### config.mk
export PLATFORM = sky130hd
export DESIGN_NAME = rs_scheduler
export DESIGN_NICKNAME = d
export VERILOG_FILES = /design/src/rtl/rs_scheduler.sv
export SDC_FILE = /design/constraint.sdc
export NUM_CORES = 1
export LEC_CHECK = 0
export ABC_AREA = 1
export BUFFER_PORTS_ARGS = -buffer_cell sky130_fd_sc_hd__buf_2
export CAP_MARGIN = 40
export CELL_PAD_IN_SITES_DETAIL_PLACEMENT = 1
export CELL_PAD_IN_SITES_GLOBAL_PLACEMENT = 1
export CORE_MARGIN = 2
export CORE_UTILIZATION = 25
export CTS_BUF_LIST = sky130_fd_sc_hd__clkbuf_8
export DETAILED_ROUTE_END_ITERATION = 8
export PLACE_DENSITY_LB_ADDON = 0.05
export SLEW_MARGIN = 20
export SYNTH_ARGS = -nofsm -noshare
export SYNTH_HDL_FRONTEND = slang
export SYNTH_SLANG_ARGS = --single-unit
export TNS_END_PERCENT = 30
### constraint.sdc
create_clock -name clk -period 8.7 [get_ports clk]
set_clock_uncertainty 0.05 [all_clocks]
set_input_delay 1.305 -clock clk [delete_from_list [all_inputs] [get_ports clk]]
set_output_delay 1.305 -clock clk [all_outputs]
set_load 0.05 [all_outputs]
### src/rtl/rs_scheduler.sv
// Issue, CDB-wakeup and round-robin dispatch control for a bank of add reservation stations.
// Define RS_WAKEUP_BYPASS_EN to count operands arriving on the CDB this cycle as ready.
module rs_scheduler #(
  parameter int NUM_RS    = 3,
  parameter int TAG_WIDTH = 3,
  parameter int IDX_WIDTH = $clog2(NUM_RS)
) (
  input  logic                          clk,
  input  logic                          flush,
  input  logic                          issue_valid,
  output logic                          issue_ready,
  output logic [IDX_WIDTH-1:0]          alloc_idx,
  output logic [NUM_RS-1:0]             ld_issue,
  input  logic [NUM_RS-1:0]             rs_busy,
  input  logic [NUM_RS-1:0]             rs_Vj_valid,
  input  logic [NUM_RS-1:0]             rs_Vk_valid,
  input  logic [NUM_RS*TAG_WIDTH-1:0]   rs_Qj,
  input  logic [NUM_RS*TAG_WIDTH-1:0]   rs_Qk,
  input  logic                          cdb_valid,
  input  logic [TAG_WIDTH-1:0]          cdb_tag,
  output logic [NUM_RS-1:0]             ld_Vj_cdb,
  output logic [NUM_RS-1:0]             ld_Vk_cdb,
  output logic [NUM_RS-1:0]             clr_busy,
  output logic                          exec_valid,
  output logic [IDX_WIDTH-1:0]          exec_idx,
  input  logic                          exec_ready
);

  // Handshake: an offer (exec_valid, exec_idx) is held unchanged until exec_ready is
  // seen high with exec_valid; that cycle is the transfer and frees the entry.
  typedef enum logic {IDLE = 1'b0, OFFER = 1'b1} state_e;

  localparam logic [IDX_WIDTH:0] NUM_RS_W = (IDX_WIDTH+1)'(NUM_RS);

  state_e               state_q, state_d;
  logic [IDX_WIDTH-1:0] exec_idx_q, exec_idx_d;
  logic [IDX_WIDTH-1:0] rr_ptr_q, rr_ptr_d;

  logic                 free_found;
  logic [IDX_WIDTH-1:0] free_idx;
  logic [NUM_RS-1:0]    ready, cand, rot, exec_oh;
  logic                 accept;
  logic [IDX_WIDTH-1:0] next_ptr, sel_base, sel_off, sel_idx;
  logic [IDX_WIDTH:0]   sel_sum;
  logic                 sel_found;

  always_comb begin
    free_found = 1'b0;
    free_idx   = '0;
    for (int i = NUM_RS-1; i >= 0; i--) begin
      if (!rs_busy[i]) begin
        free_found = 1'b1;
        free_idx   = IDX_WIDTH'(i);
      end
    end
  end

  assign issue_ready = ~flush & free_found;
  assign alloc_idx   = flush ? '0 : free_idx;
  assign ld_issue    = (issue_valid & issue_ready) ? (NUM_RS'(1) << free_idx) : '0;

  always_comb begin
    ld_Vj_cdb = '0;
    ld_Vk_cdb = '0;
    for (int i = 0; i < NUM_RS; i++) begin
      ld_Vj_cdb[i] = ~flush & cdb_valid & rs_busy[i] & ~rs_Vj_valid[i] &
                     (rs_Qj[i*TAG_WIDTH +: TAG_WIDTH] == cdb_tag);
      ld_Vk_cdb[i] = ~flush & cdb_valid & rs_busy[i] & ~rs_Vk_valid[i] &
                     (rs_Qk[i*TAG_WIDTH +: TAG_WIDTH] == cdb_tag);
    end
  end

`ifdef RS_WAKEUP_BYPASS_EN
  assign ready = rs_busy & (rs_Vj_valid | ld_Vj_cdb) & (rs_Vk_valid | ld_Vk_cdb);
`else
  assign ready = rs_busy & rs_Vj_valid & rs_Vk_valid;
`endif

  assign exec_oh  = NUM_RS'(1) << exec_idx_q;
  assign accept   = (state_q == OFFER) & exec_ready & ~flush;
  assign next_ptr = (exec_idx_q == IDX_WIDTH'(NUM_RS-1)) ? '0 : exec_idx_q + 1'b1;
  // On a transfer the just-accepted entry is still busy, so it is masked out of reselection.
  assign sel_base = accept ? next_ptr : rr_ptr_q;
  assign cand     = ready & ~(accept ? exec_oh : '0);

  always_comb begin
    rot       = NUM_RS'({cand, cand} >> sel_base);
    sel_found = 1'b0;
    sel_off   = '0;
    for (int k = NUM_RS-1; k >= 0; k--) begin
      if (rot[k]) begin
        sel_found = 1'b1;
        sel_off   = IDX_WIDTH'(k);
      end
    end
    sel_sum = {1'b0, sel_base} + {1'b0, sel_off};
    if (sel_sum >= NUM_RS_W) sel_sum = sel_sum - NUM_RS_W;
    sel_idx = sel_sum[IDX_WIDTH-1:0];
  end

  always_comb begin
    state_d    = state_q;
    exec_idx_d = exec_idx_q;
    rr_ptr_d   = rr_ptr_q;
    clr_busy   = '0;
    case (state_q)
      IDLE: begin
        if (sel_found) begin
          state_d    = OFFER;
          exec_idx_d = sel_idx;
        end
      end
      OFFER: begin
        if (accept) begin
          clr_busy = exec_oh;
          rr_ptr_d = next_ptr;
          if (sel_found) exec_idx_d = sel_idx;
          else           state_d    = IDLE;
        end
      end
      default: state_d = IDLE;
    endcase
  end

  always_ff @(posedge clk) begin
    if (flush) begin
      state_q    <= IDLE;
      exec_idx_q <= '0;
      rr_ptr_q   <= '0;
    end else begin
      state_q    <= state_d;
      exec_idx_q <= exec_idx_d;
      rr_ptr_q   <= rr_ptr_d;
    end
  end

  assign exec_valid = (state_q == OFFER);
  assign exec_idx   = exec_idx_q;

endmodule

# Word level (Yosys, flattened, before mapping)
# Index checks and enable logic that the tools add are counted.
[classes]
shifts = 3
n_addsub = 3
eq_ne = 8
order_cmp = 1
bitwise = 32
mux = 25
[ops]
columns = ["op", "n"]
rows = [
  ["$mux W2", 12],
  ["$and A1 B1 Y1", 20],
  ["$eq A3 B3 Y1", 6],
  ["$and A3 B3 Y3", 3],
  ["$mux W3", 3],
  ["$mux W1", 8],
  ["$not A1 Y1", 8],
  ["$shl A1 B2 Y3 const A", 2],
  ["$shr A6 B2 Y3", 1],
  ["$pmux W2 S2", 1],
  ["$add A2 B2 Y3", 1],
  ["$ge A3 B2 Y1 const B", 1],
  ["$not A3 Y3", 1],
  ["$add A2 B1 Y2 const B", 1],
  ["$eq A2 B2 Y1 const B", 1],
  ["$ne A2 B1 Y1 const B", 1],
  ["$pmux W1 S2", 1],
  ["$sub A2 B2 Y2 const B", 1],
]
[word_totals]
register_bits = 5
word_cells = 75

# Logic depth before layout (Yosys ltp)
# Gate-level depths: netlist of run 1.
[depth]
word_depth = 15
ltp_mapped = 20
ltp_nobuf = 20

# Worst setup path after synthesis of run 1
# No wires, ideal clock.
[synth_timing]
path_type = "input to output"
from = "input cdb_tag[1]"
to = "output ld_Vk_cdb[1]"
t_arrival_ns = 3.008
cell_stages = 4
slack_ns = 4.337
cell_sequence = "clkbuf_1 > xnor2_1 > o2111ai_1 > a211oi_1"
[synth_between]
elab_chain_len = 2
[synth_rtl]
columns = ["element", "line_no", "source"]
rows = [
  ["from (decl)", "20", "input logic [TAG_WIDTH-1:0] cdb_tag,"],
  ["$eq A3 B3 Y1", "69", "(rs_Qk[i*TAG_WIDTH +: TAG_WIDTH] == cdb_tag);"],
  ["$and A1 B1 Y1", "68", "ld_Vk_cdb[i] = ~flush & cdb_valid & rs_busy[i] & ~rs_Vk_valid[i] &"],
  ["to (decl)", "22", "output logic [NUM_RS-1:0] ld_Vk_cdb,"],
]
# No other way between the ends.

# Worst setup path after layout of run 1
[layout_timing]
from = "input exec_ready"
to = "register exec_idx_q[0], in the netlist exec_idx[0]"
[layout_between]
elab_chain_len = 15
word_cells_on_any_way = 21
classes_between = "add/sub: 2; order compare: 1; eq/ne: 1; shift: 1; mux: 12; bitwise: 4"
[layout_rtl]
columns = ["element", "line_no", "source"]
rows = [
  ["from (decl)", "26", "input logic exec_ready"],
  ["$and A1 B1 Y1 * (2 in a row)", "80", "assign accept = (state_q == OFFER) & exec_ready & ~flush;"],
  ["$mux W3", "84", "assign cand = ready & ~(accept ? exec_oh : '0);"],
  ["$not A3 Y3", "84", ""],
  ["$and A3 B3 Y3", "84", ""],
  ["$shr A6 B2 Y3", "87", "rot = NUM_RS'({cand, cand} >> sel_base);"],
  ["$mux W2 (3 in a row)", "91", "if (rot[k]) begin"],
  ["$add A2 B2 Y3", "96", "sel_sum = {1'b0, sel_base} + {1'b0, sel_off};"],
  ["$ge A3 B2 Y1", "97", "if (sel_sum >= NUM_RS_W) sel_sum = sel_sum - NUM_RS_W;"],
  ["$mux W2", "97", ""],
  ["$mux W2", "108, 117", ""],
  ["$mux W2", "114", "if (accept) begin"],
  ["$pmux W2 S2", "106", "case (state_q)"],
  ["to (signal assigned)", "132", "exec_idx_q <= exec_idx_d;"],
  ["to (decl)", "36", "logic [IDX_WIDTH-1:0] exec_idx_q, exec_idx_d;"],
]
# Every way passes the cells marked *; elsewhere a longest branch is shown, timed or not. The select of a mux whose other input is x is not followed.
# A chain may end at the register's enable or synchronous reset.

==> results.md, run 1 <==
* Skew-Pair Late Insertion Delay at 220 ps
* Worst-Margin Slew at 359.3 ps
* GRT met1 Usage at 21.35%
* Synth area leader: nand2_1
* First-pass GRT wire length at 5.030 mm
* Post CTS Setup Buffer Count at 0
* Top cell type's share of synthesized area at 13.36%
* Router iterations before antenna repair at 4
* Worst-path cell chain: buf_2 > nand2_1 > nor2_4 > nand2_2 > o21ai_2 > inv_2 > nand2_1 > nand2_2 > a21oi_1 > ha_1 > inv_1 > fa_1 > inv_1 > ha_1 > nor2_1 > o21ai_0 > xor2_1 > nor2_1 > nor2_2
* Post-layout min period at 3917 ps
* Worst EP required at 8760 ps
* #FFs+latches synth at 5
* RSZ-0062 raised after global routing: false
* CP max FO at 6
* CTS HTree Levels at 1
* Crit path DAT at 3980 ps
* Area contributors post-synth: nand2_1 13%, dfxtp_1 12%, inv_1 9.2%, nor2_1 9.2%, xnor2_1 6.5%
* Fmax achieved at 0.2553 GHz
* Port bufs at 52
* IO Pins at 53
* Syn-to-layout area delta at 43.78%
* Slew HR at 75.80%
* Synthesized Nets at 179
* Initial antenna violation count at 0
* Core area at 0.003078 mm2
* Min-Delay Path Class: register to register
* Sw frac at 50.36%
* FP Rows at 20
* DR vias/cell at 4.621
* Most frequent cells in the layout: 52 x buf_2, 29 x nand2_1, 21 x inv_1
* Count of final setup violators at 0
* Clock power frac at 22.7%
* Status: finished, final reports clean
* Max incr delay on CP at 510 ps
* Gate Count Post-Synth at 141
* Mean routed wirelength per cell at 12.31 um
* Fin Hold WS at 530.3 ps
* Placed Instances at 236
* Clk pin slew, worst setup/hold paths at 40 ps
* Int Pwr at 0.00009326 W
* Warnings, synthesis at 0
* Seq. cell area at 100.1 um2
* Vias in the first global route at 1186
* Dpl hpwl at 2.635 mm
* Net Sw Power at 0.00009462 W
* Post-CTS Hold Fix Bufs at 0
* Clk sinks at 5
* Gate power share at 59.2%
* Vias at 1109
* Crit share post-route at 45.03%
* Worst Setup End Kind: register
* Die extent in y at 61.08 um
* Slowest cell on crit path: fa_1
* Mean Syn Cell Area at 5.777 um2
* Most common library cell in the layout ignoring fill and taps: buf_2
* Grt ovf at 0
* Slew Limit Fails at 0
* Die area at 0.003731 mm2
* Maximum Capacitance Violations at 0
* Residual DRC count at 0
* Final core occ at 38.05%
* DRT iter0 DRCs at 21
* Post-route ant nets at 0
* GR peak layer: met2
* Max Buffers Root-to-Sink at 2
* GR met3 Demand/Resource at 2.731%
* Initial Util at 26.46%
* Post-Synthesis Cell Area at 814.5 um2
* Pin count of the biggest net entering global routing at 11
* CTS tree: done
* WL final at 2.954 mm
* Filler Cells Inserted at 452
* Fin cells at 240
* Nets@finish at 235
* Layout cells sized above 1 at 37.24%
* Critical setup path kind: input port to register
* CP Launch Type: input port
* Seq/Total Area, Yosys at 12.29%
* GP Congestion at 0.7906
* Clk root buf: clkbuf_8
* Pwr dens at 160.4 mW/mm2
* GRT Overall Usage at 17.77%
* Multi-input gate area at 613.1 um2
* Clock buffer count from CTS at 3
* Die W at 61.08 um
* Ant. Diodes at 0
* Part of the power in registers at 18.1%
* Met2 usage at 34.04%
* Leakage at 0.6664 nW
* Cts repair resizes at 0
* Yosys cell types at 28
* Final Hold Fails at 0
* Setup TNS at 0 ps
* Worst VDD drop at 0.03862 mV
Yosys cell counts (all sizes together):
| library cell | instances |
|---|---|
| nand2 | 36 |
| fa | 1 |
| nand3 | 12 |
| a211oi | 6 |
| dfxtp | 5 |
| or2 | 1 |
| o21ai | 5 |
| inv | 25 |
| xor2 | 1 |
| clkbuf | 1 |
| o22ai | 4 |
| a21oi | 7 |
| ha | 2 |
| o31ai | 1 |
| xnor2 | 6 |
| nor3 | 2 |
| nor2 | 23 |
| o2111ai | 1 |
| nand4 | 1 |
| clkinv | 1 |
metrics by stage:
stage          worst slack, ps  power [W]  instance area, um2
6_report                  4783  0.0001879                1171
5_1_grt                   4485  0.0002052                1171
4_1_cts                   4746  0.0001910                1171
3_5_place_dp              4511  0.0001463                1126
3_3_place_gp              4721  0.0001417                1126
2_1_floorplan             4337  0.0001143               814.5
per-layer routing:
layer | part of all wire (%) | vias up
met5 | 0 | -
met4 | 0 | 0
met3 | 4.0 | 0
met2 | 51 | 25
met1 | 45 | 517
li1 | - | 567
path summary, 6_finish.rpt:
path               startpoint          end  cells past startpoint  slack, ps
hold / removal    exec_idx[0]  exec_idx[0]                      4        530
setup / recovery   exec_ready  exec_idx[0]                     19       4780
setup reg to reg   exec_valid  exec_idx[0]                     18       5530
hold reg to reg   exec_idx[0]  exec_idx[0]                      4        530
sequential cells by signal, summed over array words and instances (netlist names):
register,cells
exec_valid,1
rr_ptr_q,2
exec_idx,2
power groups by stage:
| stage | Sequential [W] | Clock [W] | Combinational [W] |
|---|---|---|---|
| finish | 0.0000340 | 0.0000427 | 0.000111 |
| global route | 0.0000350 | 0.0000459 | 0.000124 |
| CTS | 0.0000341 | 0.0000443 | 0.000113 |
| detailed placement | 0.0000343 | 0 | 0.000112 |
| global placement | 0.0000342 | 0 | 0.000107 |
| floorplan | 0.0000492 | 0 | 0.0000651 |
cells by family (layout without fill, tap and decap cells):
group                    after synthesis  count (layout)  synth area share (%)
AO/OA/AOI/OAI                         24              24                 18.43
XOR/XNOR                               7               7                 7.527
adder cells (fa/ha/maj)                3               3                 5.530
buffers and inverters                 27              82                 12.44
flip-flops                             5               5                 12.29
AND/OR/NAND/NOR                       75              75                 43.78
area by class of cell:
type / count / area share, %
Clock inverter: 1 / 0.3205
Timing Repair Buffer: 52 / 22.22
Inverter: 26 / 8.333
Multi-Input combinational cell: 109 / 52.35
Clock buffer: 3 / 3.526
Tap cell: 44 / 4.701
Sequential cell: 5 / 8.547
critical path: cells and delay by family:
| family | cells | cell delay [ps] |
|---|---|---|
| AND/OR/NAND/NOR | 8 | 870 |
| AO/OA/AOI/OAI | 3 | 420 |
| buffers and inverters | 4 | 340 |
| adder cells (fa/ha/maj) | 3 | 860 |
| XOR/XNOR | 1 | 180 |
Note: power is estimated with default switching activity, not from simulation.
==> run 2, diff against run 1 <==
Settings changed: ABC_AREA 1 to 0.
Clock period 8.7 ns to 3.7 ns, I/O delays scaled along.
==> run 2 against run 1 <==
Compared with the run above: flip-flop and latch count is the same; wire length shrank 13%; sequential power grew 88%; sequential share of layout area grew 0.092 points; final cell count shrank 20%; critical path depth shrank 5; hold slack lost 6.1 ps; largest power group unchanged.
==> results.md, run 2 <==
* Post CTS Setup Buffer Count at 0 (unchanged)
* Worst r2r src: exec_idx[0] (was exec_valid)
* Residual DRC count at 0 (unchanged)
* Worst EP required at 3800 ps (was 8760 ps)
* Most frequent cells in the layout: 52 x buf_2, 18 x xnor2_1, 9 x nand3_1 (was 52 x buf_2, 29 x nand2_1, 21 x inv_1)
* GR peak layer: met2 (unchanged)
* Vias in the first global route at 982 (was 1186)
* Pre-CTS WS at 94.78 ps (was 4511 ps)
* Final core occ at 38.58% (was 38.05%)
* Synth cell count leaders: 18 x xnor2_1, 9 x nand3_1, 8 x nor3_1 (was 29 x nand2_1, 20 x inv_1, 20 x nor2_1)
* Synthesized Nets at 141 (was 179)
* Clock buffer count from CTS at 3 (unchanged)
* Post-synth ARST share at 0% (unchanged)
* Pin count of the biggest net entering global routing at 10 (was 11)
* Fmax achieved at 0.2978 GHz
* CP Launch Type: register (was input port)
* Clk sinks at 5 (unchanged)
* Synth area leader: xnor2_1 (was nand2_1)
* Die W at 59.89 um (was 61.08 um)
* GR met3 Demand/Resource at 1.515% (was 2.731%)
* Critical setup path kind: register to register (was input port to register)
* Seq/Total Area, Yosys at 12.82% (was 12.29%)
* Crit path DAT at 3460 ps (was 3980 ps)
* Initial antenna violation count at 0 (unchanged)
* Port bufs at 52 (unchanged)
* Worst-Margin Slew at 368.0 ps (was 359.3 ps)
* Fin cells at 191 (was 240)
* First-pass GRT wire length at 4.360 mm (was 5.030 mm)
* GRT met1 Usage at 17.36% (was 21.35%)
* Dpl hpwl at 2.264 mm (was 2.635 mm)
* Final Hold Fails at 0 (unchanged)
* CTS tree: done (unchanged)
* Most common library cell in the layout ignoring fill and taps: buf_2 (unchanged)
* Syn-to-layout area delta at 48.40% (was 43.78%)
* Leakage at 0.5480 nW (was 0.6664 nW)
* Setup TNS at 0 ps (unchanged)
* Maximum Capacitance Violations at 0 (unchanged)
* Placed Instances at 187 (was 236)
* Crit share post-route at 90.75%
* Die extent in y at 59.89 um (was 61.08 um)
* Warnings, synthesis at 0 (unchanged)
* RSZ-0062 raised after global routing: false (unchanged)
* Reg-to-Reg End: exec_idx[0] (unchanged)
* Vias at 958 (was 1109)
* Clk pin slew, worst setup/hold paths at 40 ps (about the same)
* WL final at 2.580 mm (was 2.954 mm)
* Mean routed wirelength per cell at 13.51 um (was 12.31 um)
* GP Congestion at 0.7298 (was 0.7906)
* Filler Cells Inserted at 413 (was 452)
* Count of final setup violators at 0 (unchanged)
* Pwr dens at 249.2 mW/mm2 (was 160.4 mW/mm2)
* Final worst slack at 342.3 ps (was 4783 ps)
* Post-layout min period at 3358 ps
* Ant. Diodes at 0 (unchanged)
* DRT iter0 DRCs at 11 (was 21)
* Fin Hold WS at 524.3 ps (was 530.3 ps)
* Mean Syn Cell Area at 7.580 um2 (was 5.777 um2)
* Post-Synthesis Cell Area at 780.7 um2 (was 814.5 um2)
* Initial Util at 26.00% (was 26.46%)
* CP max FO at 7 (was 6)
* Area contributors post-synth: xnor2_1 20%, dfxtp_1 13%, nand3_1 5.8%, mux2i_1 5.1%, nor3_1 5.1% (was nand2_1 13%, dfxtp_1 12%, inv_1 9.2%, nor2_1 9.2%, xnor2_1 6.5%)
* Clk root buf: clkbuf_8 (unchanged)
* Met2 usage at 31.37% (was 34.04%)
* Yosys cell types at 35 (was 28)
* WHS Endpoint: rr_ptr_q[0] (was exec_idx[0])
* Layout cells sized above 1 at 39.87% (was 37.24%)
* Reg2reg setup slack at 340 ps (was 5530 ps)
* Cts repair resizes at 0 (unchanged)
* Nets@finish at 197 (was 235)
* Slew Limit Fails at 0 (unchanged)
* CTS HTree Levels at 1 (unchanged)
* Top cell type's share of synthesized area at 20.19% (was 13.36%)
* Skew-Pair Late Insertion Delay at 220 ps (about the same)
* Max Buffers Root-to-Sink at 2 (unchanged)
* Post-route ant nets at 0 (unchanged)
* R2R depth at 14 (was 18)
* Router iterations before antenna repair at 4 (unchanged)
* Synth Flop Type: dfxtp_1 (unchanged)
* Grt ovf at 0 (unchanged)
* Post-CTS Hold Fix Bufs at 0 (unchanged)
* IO Pins at 53 (unchanged)
* FP Rows at 20 (unchanged)
* #FFs+latches synth at 5 (unchanged)
* Hold wc startpoint: flush (was exec_idx[0])
* Worst Setup End Kind: register (unchanged)
* Die area at 0.003586 mm2 (was 0.003731 mm2)
* Post-synth EDFFs at 0 (unchanged)
* Worst hold path stage count at 2 (was 4)
* Worst VDD drop at 0.09053 mV (was 0.03862 mV)
* Core area at 0.003003 mm2 (was 0.003078 mm2)
* Gate Count Post-Synth at 103 (was 141)
* DR vias/cell at 5.016 (was 4.621)
* Min-Delay Path Class: input port to register (was register to register)
* Slew HR at 75.44% (was 75.80%)
* GRT Overall Usage at 15.47% (was 17.77%)
* Status: finished, final reports clean (unchanged)
* Most frequent cell after synthesis: xnor2_1 (was nand2_1)
-- run 2: cell types whose count changed after synthesis, moves of 4 or more --
cell and delta:
a211oi_1 -6, nor2_1 -15, nor3_1 +6, inv_2 -5, nor2b_1 +4, nand2_1 -23, xnor2_1 +12, inv_1 -16
nand2_2 -6, a21oi_1 -6, mux2i_1 +4
-- run 2: layout make-up --
cell class / count / area (um2) / share of cell area (%)
Tap cell: 33 / 41.29 / 3.564
Inverter: 4 / 15.01 / 1.296
Timing Repair Buffer: 55 / 282.8 / 24.41
Clock inverter: 1 / 3.754 / 0.3240
Multi-Input combinational cell: 90 / 674.4 / 58.21
Sequential cell: 5 / 100.1 / 8.639
Clock buffer: 3 / 41.29 / 3.564
-- run 2: worst max path at each step --
stage / start / end / slack, ps
6_report: exec_idx[0] / exec_idx[0] / 340
5_1_grt: exec_idx[0] / exec_idx[0] / 40
4_1_cts: exec_idx[0] / exec_idx[0] / 290
3_5_place_dp: flush / exec_idx[0] / 90
3_3_place_gp: flush / exec_idx[0] / 240
2_1_floorplan: exec_valid / exec_idx[0] / 150
-- run 2: routing by layer --
layer  routed length [um]  vias up
met5                    0        -
met4                    0        0
met3                  129        0
met2                 1501       28
met1                  949      448
li1                     -      482
-- run 2: logic make-up after synthesis --
family | after synthesis | synth area share (%)
AOI/OAI and AO/OA | 14 | 13.94
buffers and inverters | 8 | 3.845
and+or+nand+nor | 50 | 35.42
muxes | 5 | 8.013
xor gates and xnor gates | 18 | 20.19
DFF | 5 | 12.82
adders and majority gates | 3 | 5.769
-- run 2: power by group --
part           switching (W)  internal [W]  leakage, nW
Clock              0.0000295     0.0000714       0.0269
Combinational      0.0000700     0.0000538        0.480
Sequential        0.00000665     0.0000574       0.0407
Total               0.000106      0.000183        0.548
-- run 2: metrics by stage --
| stage | cell area [um2] | power, W |
|---|---|---|
| finish | 1159 | 0.0002887 |
| global route | 1159 | 0.0003104 |
| CTS | 1146 | 0.0002930 |
| detailed placement | 1101 | 0.0001893 |
| global placement | 1101 | 0.0001864 |
| floorplan | 792.0 | 0.0001450 |
-- run 2: worst max-delay path: stages (launching register included) --
cell and delay (ps):
dfxtp_1 520, nand4b_1 260, o2bb2ai_2 290, nand3_1 180, o211ai_1 190, o31a_1 160
ha_1 140, inv_1 50, fa_1 510, inv_1 50, ha_1 170, nor2b_1 210
nand2_1 100, a211o_1 290, mux2i_1 110
==> run 3, diff against run 2 <==
Settings changed: PLACE_DENSITY_LB_ADDON 0.05 to 0.1.
==> run 3 against run 2 <==
Compared with the run above: first-iteration DRC count grew to 3.5 times the previous value; via count down 1.4%; cell area shrank 0.65%; total power decreased by 1.6%; utilization shrank 0.25 points; hold slack better by 34 ps; sequential share of layout area grew 0.056 points; final cell count down 0.52%; non-clock buffer count down 1; largest power group unchanged; highest routed layer is now met4.
==> results.md, run 3 (synthesis gave the netlist of run 2 again) <==
* Status: finished, final reports clean (unchanged)
* Pwr dens at 246.9 mW/mm2 (was 249.2 mW/mm2)
* FP Rows at 20 (unchanged)
* Router iterations before antenna repair at 4 (unchanged)
* First-pass GRT wire length at 4.409 mm (was 4.360 mm)
* Critical setup path kind: input port to register (was register to register)
* Post-layout min period at 3327 ps (was 3358 ps)
* Slew Limit Fails at 0 (unchanged)
* CP Launch Type: input port (was register)
* Skew-Pair Late Insertion Delay at 220 ps (about the same)
* Worst VDD drop at 0.07650 mV (was 0.09053 mV)
* Fmax achieved at 0.3006 GHz (was 0.2978 GHz)
* Worst Setup End Kind: register (unchanged)
* Most frequent cells in the layout: 52 x buf_2, 18 x xnor2_1, 9 x nand3_1 (unchanged)
* Min-Delay Path Class: register to register (was input port to register)
* Max Buffers Root-to-Sink at 2 (unchanged)
* Final worst slack at 373.0 ps (was 342.3 ps)
* Syn-to-layout area delta at 47.44% (was 48.40%)
* Mean routed wirelength per cell at 13.35 um (was 13.51 um)
* Cts repair resizes at 0 (unchanged)
* Filler Cells Inserted at 392 (was 413)
* Crit path DAT at 3430 ps (was 3460 ps)
* Clk sinks at 5 (unchanged)
* Initial antenna violation count at 0 (unchanged)
* Count of final setup violators at 0 (unchanged)
* DRT iter0 DRCs at 38 (was 11)
* Final Hold Fails at 0 (unchanged)
* Worst EP required at 3800 ps (about the same)
* Post-route ant nets at 0 (unchanged)
* Ant. Diodes at 0 (unchanged)
* GRT Overall Usage at 15.64% (was 15.47%)
* RSZ-0062 raised after global routing: false (unchanged)
* Vias in the first global route at 1015 (was 982)
* CTS tree: done (unchanged)
* R2R depth at 14 (unchanged)
* Setup TNS at 0 ps (unchanged)
* WL final at 2.536 mm (was 2.580 mm)
* Die W at 59.89 um (unchanged)
* Die extent in y at 59.89 um (unchanged)
* DR vias/cell at 4.974 (was 5.016)
* Port bufs at 52 (unchanged)
* Maximum Capacitance Violations at 0 (unchanged)
* Layout cells sized above 1 at 39.49% (was 39.87%)
* Clock buffer count from CTS at 3 (unchanged)
* Post CTS Setup Buffer Count at 0 (unchanged)
* Vias at 945 (was 958)
* Worst hold path stage count at 2 (unchanged)
* Pre-CTS WS at 72.10 ps (was 94.78 ps)
* CP max FO at 9 (was 7)
* Grt ovf at 0 (unchanged)
* Pin count of the biggest net entering global routing at 10 (unchanged)
* GP Congestion at 0.6954 (was 0.7298)
* Post-CTS Hold Fix Bufs at 0 (unchanged)
* Dpl hpwl at 2.259 mm (was 2.264 mm)
* Initial Util at 26.00% (unchanged)
* Slew HR at 72.43% (was 75.44%)
* CTS HTree Levels at 1 (unchanged)
* Clk pin slew, worst setup/hold paths at 40 ps (about the same)
* Nets@finish at 196 (was 197)
* Most common library cell in the layout ignoring fill and taps: buf_2 (unchanged)
* IO Pins at 53 (unchanged)
* Crit share post-route at 89.92% (was 90.75%)
* Leakage at 0.5436 nW (was 0.5480 nW)
* Clk root buf: clkbuf_8 (unchanged)
* Die area at 0.003586 mm2 (unchanged)
* Residual DRC count at 0 (unchanged)
* Core area at 0.003003 mm2 (unchanged)
* Worst-Margin Slew at 413.6 ps (was 368.0 ps)
[run 3: worst max-delay path: stages]
cell	delay [ps]
buf_2	150
buf_4	170
and3b_1	320
a21o_1	150
nand3_1	140
o211ai_1	200
o31a_1	160
ha_1	140
inv_1	50
fa_1	520
inv_1	50
ha_1	180
nor2b_1	170
nand2_1	80
a211o_1	290
mux2i_1	110
[run 3: final timing paths]
path | start | end | slack [ps]
worst max-delay path | flush | exec_idx[0] | 370
worst min-delay path | exec_idx[1] | exec_idx[1] | 560
worst max register to register | exec_idx[0] | exec_idx[0] | 410
worst min register to register | exec_idx[1] | exec_idx[1] | 560
[run 3: area by class of cell]
type / count / area (um2) / share of cell area, %
Clock inverter: 1 / 3.754 / 0.3261
Timing Repair Buffer: 54 / 275.3 / 23.91
Clock buffer: 3 / 41.29 / 3.587
Multi-Input combinational cell: 90 / 674.4 / 58.59
Tap cell: 33 / 41.29 / 3.587
Inverter: 4 / 15.01 / 1.304
Sequential cell: 5 / 100.1 / 8.696
[run 3: per-layer routing]
layer	routed length, um	global-route usage (%)
met4	6	2.857
met1	980	17.59
met3	141	1.515
met5	0	0
met2	1408	31.21
[run 3: power breakdown]
part	total, W	switching, W	internal [W]
logic	0.000122	0.0000687	0.0000530
clock network	0.0000985	0.0000273	0.0000712
registers	0.0000640	0.00000657	0.0000574
total	0.000284	0.000103	0.000182
[run 3: through the flow]
step / power, W / instances / util [%] / hold WS [ps] / area, um2
2_1_floorplan: 0.0001450 / 103 / - / 511.2 / 792.0
3_3_place_gp: 0.0001851 / 186 / 36.42 / 546.0 / 1094
3_5_place_dp: 0.0001879 / 186 / 36.42 / 543.8 / 1094
4_1_cts: 0.0002876 / 190 / 37.92 / 548.1 / 1139
5_1_grt: 0.0003070 / 190 / 38.33 / 628.5 / 1151
6_report: 0.0002842 / 190 / 38.33 / 558.3 / 1151
